$ cat config.mk
export PLATFORM = sky130hd
export DESIGN_NAME = mem_port_arbiter_flat
export DESIGN_NICKNAME = d
export VERILOG_FILES = /design/src/rtl/mem_arb_pkg.sv /design/src/rtl/mem_port_arbiter_if.sv /design/src/rtl/mem_arb_burst_ctr.sv /design/src/rtl/mem_port_arbiter.sv /design/src/flat_wrapper.sv
export SDC_FILE = /design/constraint.sdc
export NUM_CORES = 1
export LEC_CHECK = 0
export CELL_PAD_IN_SITES_DETAIL_PLACEMENT = 1
export CELL_PAD_IN_SITES_GLOBAL_PLACEMENT = 1
export CORE_ASPECT_RATIO = 1.25
export CORE_MARGIN = 10
export CORE_UTILIZATION = 31
export DETAILED_ROUTE_END_ITERATION = 6
export PLACE_DENSITY_LB_ADDON = 0.1
export SLEW_MARGIN = 10
export SYNTH_ARGS = -nofsm -noshare
export SYNTH_HDL_FRONTEND = slang
export SYNTH_HIERARCHICAL = 1
export SYNTH_SLANG_ARGS = --single-unit
$ cat constraint.sdc
create_clock -name clk -period 5 [get_ports clk]
set_input_delay 1 -clock clk [delete_from_list [all_inputs] [get_ports clk]]
set_output_delay 1 -clock clk [all_outputs]
set_load 0.02 [all_outputs]
$ cat src/rtl/mem_arb_pkg.sv
// Shared constants for the unified instruction/data memory port arbiter.
package mem_arb_pkg;

    typedef enum logic [1:0] {
        IDLE = 2'd0,
        BUSY = 2'd1,
        RESP = 2'd2
    } arb_state_e;

    localparam logic OWNER_IF = 1'b0;
    localparam logic OWNER_D  = 1'b1;

    localparam int MAX_DBURST_DEFAULT = 4;

endpackage

$ cat src/rtl/mem_port_arbiter_if.sv
// Signal bundle between fetch port, load/store port, arbiter and memory.
// Handshake: each req is held until its one-cycle ack; mem_req is held until the one-cycle mem_ack.
interface mem_port_arbiter_if #(
    parameter int ADDR_W = 32,
    parameter int DATA_W = 32
);
    logic              if_req;
    logic [ADDR_W-1:0] if_addr;
    logic [DATA_W-1:0] if_rdata;
    logic              if_ack;

    logic              d_req;
    logic              d_we;
    logic [ADDR_W-1:0] d_addr;
    logic [DATA_W-1:0] d_wdata;
    logic [3:0]        d_be;
    logic [DATA_W-1:0] d_rdata;
    logic              d_ack;

    logic              mem_req;
    logic              mem_we;
    logic [ADDR_W-1:0] mem_addr;
    logic [DATA_W-1:0] mem_wdata;
    logic [3:0]        mem_be;
    logic [DATA_W-1:0] mem_rdata;
    logic              mem_ack;

    logic              busy;

    // Arbiter view.
    modport slave (
        input  if_req, if_addr, d_req, d_we, d_addr, d_wdata, d_be, mem_rdata, mem_ack,
        output if_rdata, if_ack, d_rdata, d_ack,
        output mem_req, mem_we, mem_addr, mem_wdata, mem_be, busy
    );

    // Pipeline and memory view.
    modport master (
        output if_req, if_addr, d_req, d_we, d_addr, d_wdata, d_be, mem_rdata, mem_ack,
        input  if_rdata, if_ack, d_rdata, d_ack,
        input  mem_req, mem_we, mem_addr, mem_wdata, mem_be, busy
    );

endinterface

$ cat src/rtl/mem_arb_burst_ctr.sv
// Saturating count of consecutive data grants taken while a fetch was waiting.
module mem_arb_burst_ctr #(
    parameter int MAX = 4
) (
    input  logic clk,
    input  logic rst,
    input  logic inc,
    input  logic clr,
    output logic sat
);

    logic [3:0] count;

    always_ff @(posedge clk) begin
        if (!rst) begin
            count <= 4'd0;
        end else if (clr) begin
            count <= 4'd0;
        end else if (inc && !sat) begin
            count <= count + 4'd1;
        end
    end

    assign sat = (count == 4'(MAX));

endmodule

$ cat src/rtl/mem_port_arbiter.sv
// Shares one single-ported memory between instruction fetch and load/store.
// Data wins ties unless MAX_DBURST data grants in a row have starved a pending fetch.
module mem_port_arbiter
    import mem_arb_pkg::*;
#(
    parameter int ADDR_W     = 32,
    parameter int DATA_W     = 32,
    parameter int MAX_DBURST = MAX_DBURST_DEFAULT
) (
    input  logic                clk,
    input  logic                rst,
    mem_port_arbiter_if.slave   bus,
    output arb_state_e          dbg_state
);

    arb_state_e        state;
    arb_state_e        state_nxt;
    logic              owner;
    logic              grant_d;
    logic              grant_if;
    logic              load;
    logic              dburst_sat;

    logic              mem_req_q;
    logic              mem_we_q;
    logic [ADDR_W-1:0] mem_addr_q;
    logic [DATA_W-1:0] mem_wdata_q;
    logic [3:0]        mem_be_q;
    logic              if_ack_q;
    logic              d_ack_q;
    logic [DATA_W-1:0] if_rdata_q;
    logic [DATA_W-1:0] d_rdata_q;

    always_ff @(posedge clk) begin
        if (!rst) begin
            state <= IDLE;
        end else begin
            state <= state_nxt;
        end
    end

    // Requests are only looked at in IDLE, so a requester that still holds
    // req during RESP cannot be granted a second time.
    always_comb begin
        state_nxt = state;
        grant_d   = 1'b0;
        grant_if  = 1'b0;
        case (state)
            IDLE: begin
                grant_d  = bus.d_req && !(bus.if_req && dburst_sat);
                grant_if = !grant_d && bus.if_req;
                if (grant_d || grant_if) begin
                    state_nxt = BUSY;
                end
            end
            BUSY: begin
                if (bus.mem_ack) begin
                    state_nxt = RESP;
                end
            end
            RESP: begin
                state_nxt = IDLE;
            end
            default: begin
                state_nxt = IDLE;
            end
        endcase
    end

    assign load = grant_d || grant_if;

    mem_arb_burst_ctr #(
        .MAX (MAX_DBURST)
    ) u_burst_ctr (
        .clk (clk),
        .rst (rst),
        .inc (grant_d && bus.if_req),
        .clr (grant_if || (grant_d && !bus.if_req)),
        .sat (dburst_sat)
    );

    always_ff @(posedge clk) begin
        if (!rst) begin
            owner       <= OWNER_IF;
            mem_req_q   <= 1'b0;
            mem_we_q    <= 1'b0;
            mem_addr_q  <= '0;
            mem_wdata_q <= '0;
            mem_be_q    <= 4'b0000;
            if_ack_q    <= 1'b0;
            d_ack_q     <= 1'b0;
            if_rdata_q  <= '0;
            d_rdata_q   <= '0;
        end else begin
            if_ack_q <= 1'b0;
            d_ack_q  <= 1'b0;
            if (load) begin
                mem_req_q <= 1'b1;
                if (grant_d) begin
                    owner       <= OWNER_D;
                    mem_we_q    <= bus.d_we;
                    mem_addr_q  <= bus.d_addr;
                    mem_wdata_q <= bus.d_wdata;
                    mem_be_q    <= bus.d_be;
                end else begin
                    owner       <= OWNER_IF;
                    mem_we_q    <= 1'b0;
                    mem_addr_q  <= bus.if_addr;
                    mem_wdata_q <= '0;
                    mem_be_q    <= 4'b0000;
                end
            end
            if (state == BUSY && bus.mem_ack) begin
                mem_req_q <= 1'b0;
                if (owner == OWNER_D) begin
                    d_rdata_q <= bus.mem_rdata;
                    d_ack_q   <= 1'b1;
                end else begin
                    if_rdata_q <= bus.mem_rdata;
                    if_ack_q   <= 1'b1;
                end
            end
        end
    end

    assign bus.mem_req   = mem_req_q;
    assign bus.mem_we    = mem_we_q;
    assign bus.mem_addr  = mem_addr_q;
    assign bus.mem_wdata = mem_wdata_q;
    assign bus.mem_be    = mem_be_q;
    assign bus.if_ack    = if_ack_q;
    assign bus.d_ack     = d_ack_q;
    assign bus.if_rdata  = if_rdata_q;
    assign bus.d_rdata   = d_rdata_q;
    assign bus.busy      = (state == BUSY) || (state == RESP);
    assign dbg_state     = state;

endmodule

$ cat src/flat_wrapper.sv
// flat-port wrapper written by rule: the top's interface ports become plain ports
module mem_port_arbiter_flat import mem_arb_pkg::*;
#(
    parameter int ADDR_W     = 32,
    parameter int DATA_W     = 32,
    parameter int MAX_DBURST = MAX_DBURST_DEFAULT
)
  (clk, rst, dbg_state, bus_if_req, bus_if_addr, bus_d_req, bus_d_we, bus_d_addr, bus_d_wdata, bus_d_be, bus_mem_rdata, bus_mem_ack, bus_if_rdata, bus_if_ack, bus_d_rdata, bus_d_ack, bus_mem_req, bus_mem_we, bus_mem_addr, bus_mem_wdata, bus_mem_be, bus_busy);
  mem_port_arbiter_if #(.ADDR_W(ADDR_W), .DATA_W(DATA_W)) bus_i ();
  input  logic clk;
  input  logic rst;
  output arb_state_e dbg_state;
  input wire logic [$bits(bus_i.if_req)-1:0] bus_if_req;
  input wire logic [$bits(bus_i.if_addr)-1:0] bus_if_addr;
  input wire logic [$bits(bus_i.d_req)-1:0] bus_d_req;
  input wire logic [$bits(bus_i.d_we)-1:0] bus_d_we;
  input wire logic [$bits(bus_i.d_addr)-1:0] bus_d_addr;
  input wire logic [$bits(bus_i.d_wdata)-1:0] bus_d_wdata;
  input wire logic [$bits(bus_i.d_be)-1:0] bus_d_be;
  input wire logic [$bits(bus_i.mem_rdata)-1:0] bus_mem_rdata;
  input wire logic [$bits(bus_i.mem_ack)-1:0] bus_mem_ack;
  output wire logic [$bits(bus_i.if_rdata)-1:0] bus_if_rdata;
  output wire logic [$bits(bus_i.if_ack)-1:0] bus_if_ack;
  output wire logic [$bits(bus_i.d_rdata)-1:0] bus_d_rdata;
  output wire logic [$bits(bus_i.d_ack)-1:0] bus_d_ack;
  output wire logic [$bits(bus_i.mem_req)-1:0] bus_mem_req;
  output wire logic [$bits(bus_i.mem_we)-1:0] bus_mem_we;
  output wire logic [$bits(bus_i.mem_addr)-1:0] bus_mem_addr;
  output wire logic [$bits(bus_i.mem_wdata)-1:0] bus_mem_wdata;
  output wire logic [$bits(bus_i.mem_be)-1:0] bus_mem_be;
  output wire logic [$bits(bus_i.busy)-1:0] bus_busy;
  assign bus_i.if_req = bus_if_req;
  assign bus_i.if_addr = bus_if_addr;
  assign bus_i.d_req = bus_d_req;
  assign bus_i.d_we = bus_d_we;
  assign bus_i.d_addr = bus_d_addr;
  assign bus_i.d_wdata = bus_d_wdata;
  assign bus_i.d_be = bus_d_be;
  assign bus_i.mem_rdata = bus_mem_rdata;
  assign bus_i.mem_ack = bus_mem_ack;
  assign bus_if_rdata = bus_i.if_rdata;
  assign bus_if_ack = bus_i.if_ack;
  assign bus_d_rdata = bus_i.d_rdata;
  assign bus_d_ack = bus_i.d_ack;
  assign bus_mem_req = bus_i.mem_req;
  assign bus_mem_we = bus_i.mem_we;
  assign bus_mem_addr = bus_i.mem_addr;
  assign bus_mem_wdata = bus_i.mem_wdata;
  assign bus_mem_be = bus_i.mem_be;
  assign bus_busy = bus_i.busy;
  mem_port_arbiter #(.ADDR_W(ADDR_W), .DATA_W(DATA_W), .MAX_DBURST(MAX_DBURST)) u_core (.clk(clk), .rst(rst), .bus(bus_i), .dbg_state(dbg_state));
endmodule
==> run metrics <==
die area 24700 um2; RSZ-0062 raised after global routing false; post-DP HPWL 17300 um; top-level I/O count 277; pwr dens 433 nW/um2; Area Growth Syn to Fin 57.9%; GRT Util Overall 19.6%; synthesized area per cell 8.22 um2; Non-Filler Instances 1185; leakage 3.12 nW; commonest cells after routing, fill and taps aside clkdlybuf4s50_1 (276), nand2_1 (198), dfxtp_1 (143), a21oi_1 (107); DR iter-0 viols 352; Final period util 62.8%; Yosys reg bits 143; GRT overflow 0; core area 18600 um2; final setup vio count 0; worst min path class register to register; first-pass GRT wire length 39100 um; DIE WIDTH 143 um; Distinct cells, synth 30; Post-Syn Area 5830 um2; pre-CTS setup slack 1.44 ns; cell depth of the worst hold path 2; CTS H-tree depth 4; Worst EP arrival 3.48 ns; Slew headroom 23.2%; TNS Setup 0 ns; per-cell routed wire length 21.0 um; Starting Density 31.3%; Vias 6244; Routed Antenna Nets 0; Area after DPL 8630 um2; vias in the first global route 6766; Vias/cell 5.27; Rows 56; minimum clock period 3.14 ns; Root Buffer clkbuf_16; worst setup margin 1.86 ns; status finished clean; Worst setup SP type input pin; WL final 24900 um; hold_buf cts 0; Final Wtd Congestion 0.819; Max-Cap Viols 0; Hold Fails Final Rpt 0; Clock Skew 0.00834 ns; layout cells sized above 1 5.26%; PostCTS Resize Cnt 0; cells on worst reg2reg path 8; fin nets 1083; maximum VDD drop 0.223 mV; largest net degree at the start of global routing 70; measured slew at the worst slew-check pin 1.15 ns; Syn Inst Count 709; register area share after synthesis 49.1%; Crit. End Element register; hold slack 0.458 ns; die height 173 um; Critical Path RT 5.34 ns; most common cell after layout, fill and taps aside clkdlybuf4s50_1; Clock Sinks 143; initial antenna violation count 3; final instance area 9210 um2; setup bufs post-CTS 0; clock-pin slew on the worst setup and hold paths 0.06 ns; insertion delay to the later sink of the worst-skew pair 0.42 ns; Ys Warns 6; CTS tree built; Residual DRC 0; worst-path fanout max 61; CTS Buf Count 17; Max Fclk 0.319 GHz; CTS Buffer Depth 2; syn_nets 853; final slew viol count 0; Setup CP Type input pin to register; Port Buffers 276; placed cells 1152; Pre-Repair DR Iteration Count 4
-- through the flow --
step	power, mW	util (%)
2_1_floorplan	2.15	-
6_report	3.99	49.4
5_1_grt	4.21	49.4
3_3_place_gp	2.74	46.3
3_5_place_dp	2.79	46.3
4_1_cts	4.03	49.4
-- synthesized netlist by cell type (all sizes together) --
cell / count / area (um2)
buf: 35 / 194
and3b: 1 / 8.76
and2: 2 / 12.5
or2: 1 / 6.26
o2111ai: 37 / 324
nand2b: 1 / 6.26
clkbuf: 42 / 158
nand2: 200 / 751
a221oi: 1 / 15.0
nand4: 1 / 6.26
nor2: 6 / 22.5
and3: 1 / 6.26
nor2b: 1 / 6.26
inv: 8 / 30.0
nand3: 4 / 20.0
o21ai: 3 / 15.0
ha: 6 / 75.1
a21oi: 107 / 536
mux2i: 2 / 20.0
dfxtp: 143 / 2860
or3: 1 / 6.26
a31oi: 33 / 206
nand3b: 2 / 15.0
clkinv: 1 / 3.75
nor3: 1 / 5.00
o211ai: 37 / 278
o31ai: 32 / 240
-- state kept, by name (all words and copies together), names as in the netlist --
register and flops:
u_core/u_burst_ctr/count 4, u_core/owner 1, u_core/bus.d_rdata 32, u_core/bus.mem_be 4, u_core/bus.mem_wdata 32, u_core/dbg_state 2
u_core/bus.mem_req 1, u_core/bus.if_rdata 32, u_core/bus.d_ack 1, u_core/bus.if_ack 1, u_core/bus.mem_addr 32, u_core/bus.mem_we 1
-- path summary, 6_finish.rpt --
path | start | end | slack, ns
hold reg to reg | u_core/bus.if_rdata[5]$_SDFFE_PN0P_ | u_core/bus.if_rdata[5]$_SDFFE_PN0P_ | 0.46
setup reg to reg | u_core/u_burst_ctr/count[0]$_SDFFE_PP0P_ | u_core/u_burst_ctr/count[2]$_SDFFE_PP0P_ | 2.31
hold / removal | u_core/bus.if_rdata[5]$_SDFFE_PN0P_ | u_core/bus.if_rdata[5]$_SDFFE_PN0P_ | 0.46
setup / recovery | rst | u_core/bus.if_rdata[28]$_SDFFE_PN0P_ | 1.86
-- kinds of logic after synthesis --
kind of cell             synth area share, %
AO/OA/AOI/OAI                           27.7
AND/OR/NAND/NOR                         15.0
flip-flops                              49.1
buffers and inverters                   6.61
adder cells (fa/ha/maj)                 1.29
multiplexers                           0.343
-- metal layers --
layer  track usage [%]  vias to the layer above  routed length [um]
met4              5.73                        2                 289
li1                  -                     2985                   -
met3              7.59                       24                1940
met1              21.2                     3054                9760
met2              34.4                      179               12900
met5                 0                        -                  13
-- layout make-up --
cell class | count | area [um2]
Inverter | 9 | 35.0
Clock inverter | 13 | 131
Sequential cell | 143 | 2860
Clock buffer | 18 | 439
Fill cell | 2151 | 9430
Tap cell | 232 | 290
Timing Repair Buffer | 288 | 2850
Antenna cell | 2 | 5.00
Multi-Input combinational cell | 480 | 2590
-- worst max-delay path, stage by stage --
cell	delay (ns)
clkdlybuf4s50_1	0.46
buf_4	0.39
clkinv_2	0.80
buf_4	0.58
a21oi_1	0.21
-- report_power, final --
group,switching [mW],internal [mW]
combinational,0.808,0.550
clock,0.527,0.705
sequential,0.0939,1.31
Power figures use the tool's default switching activity.
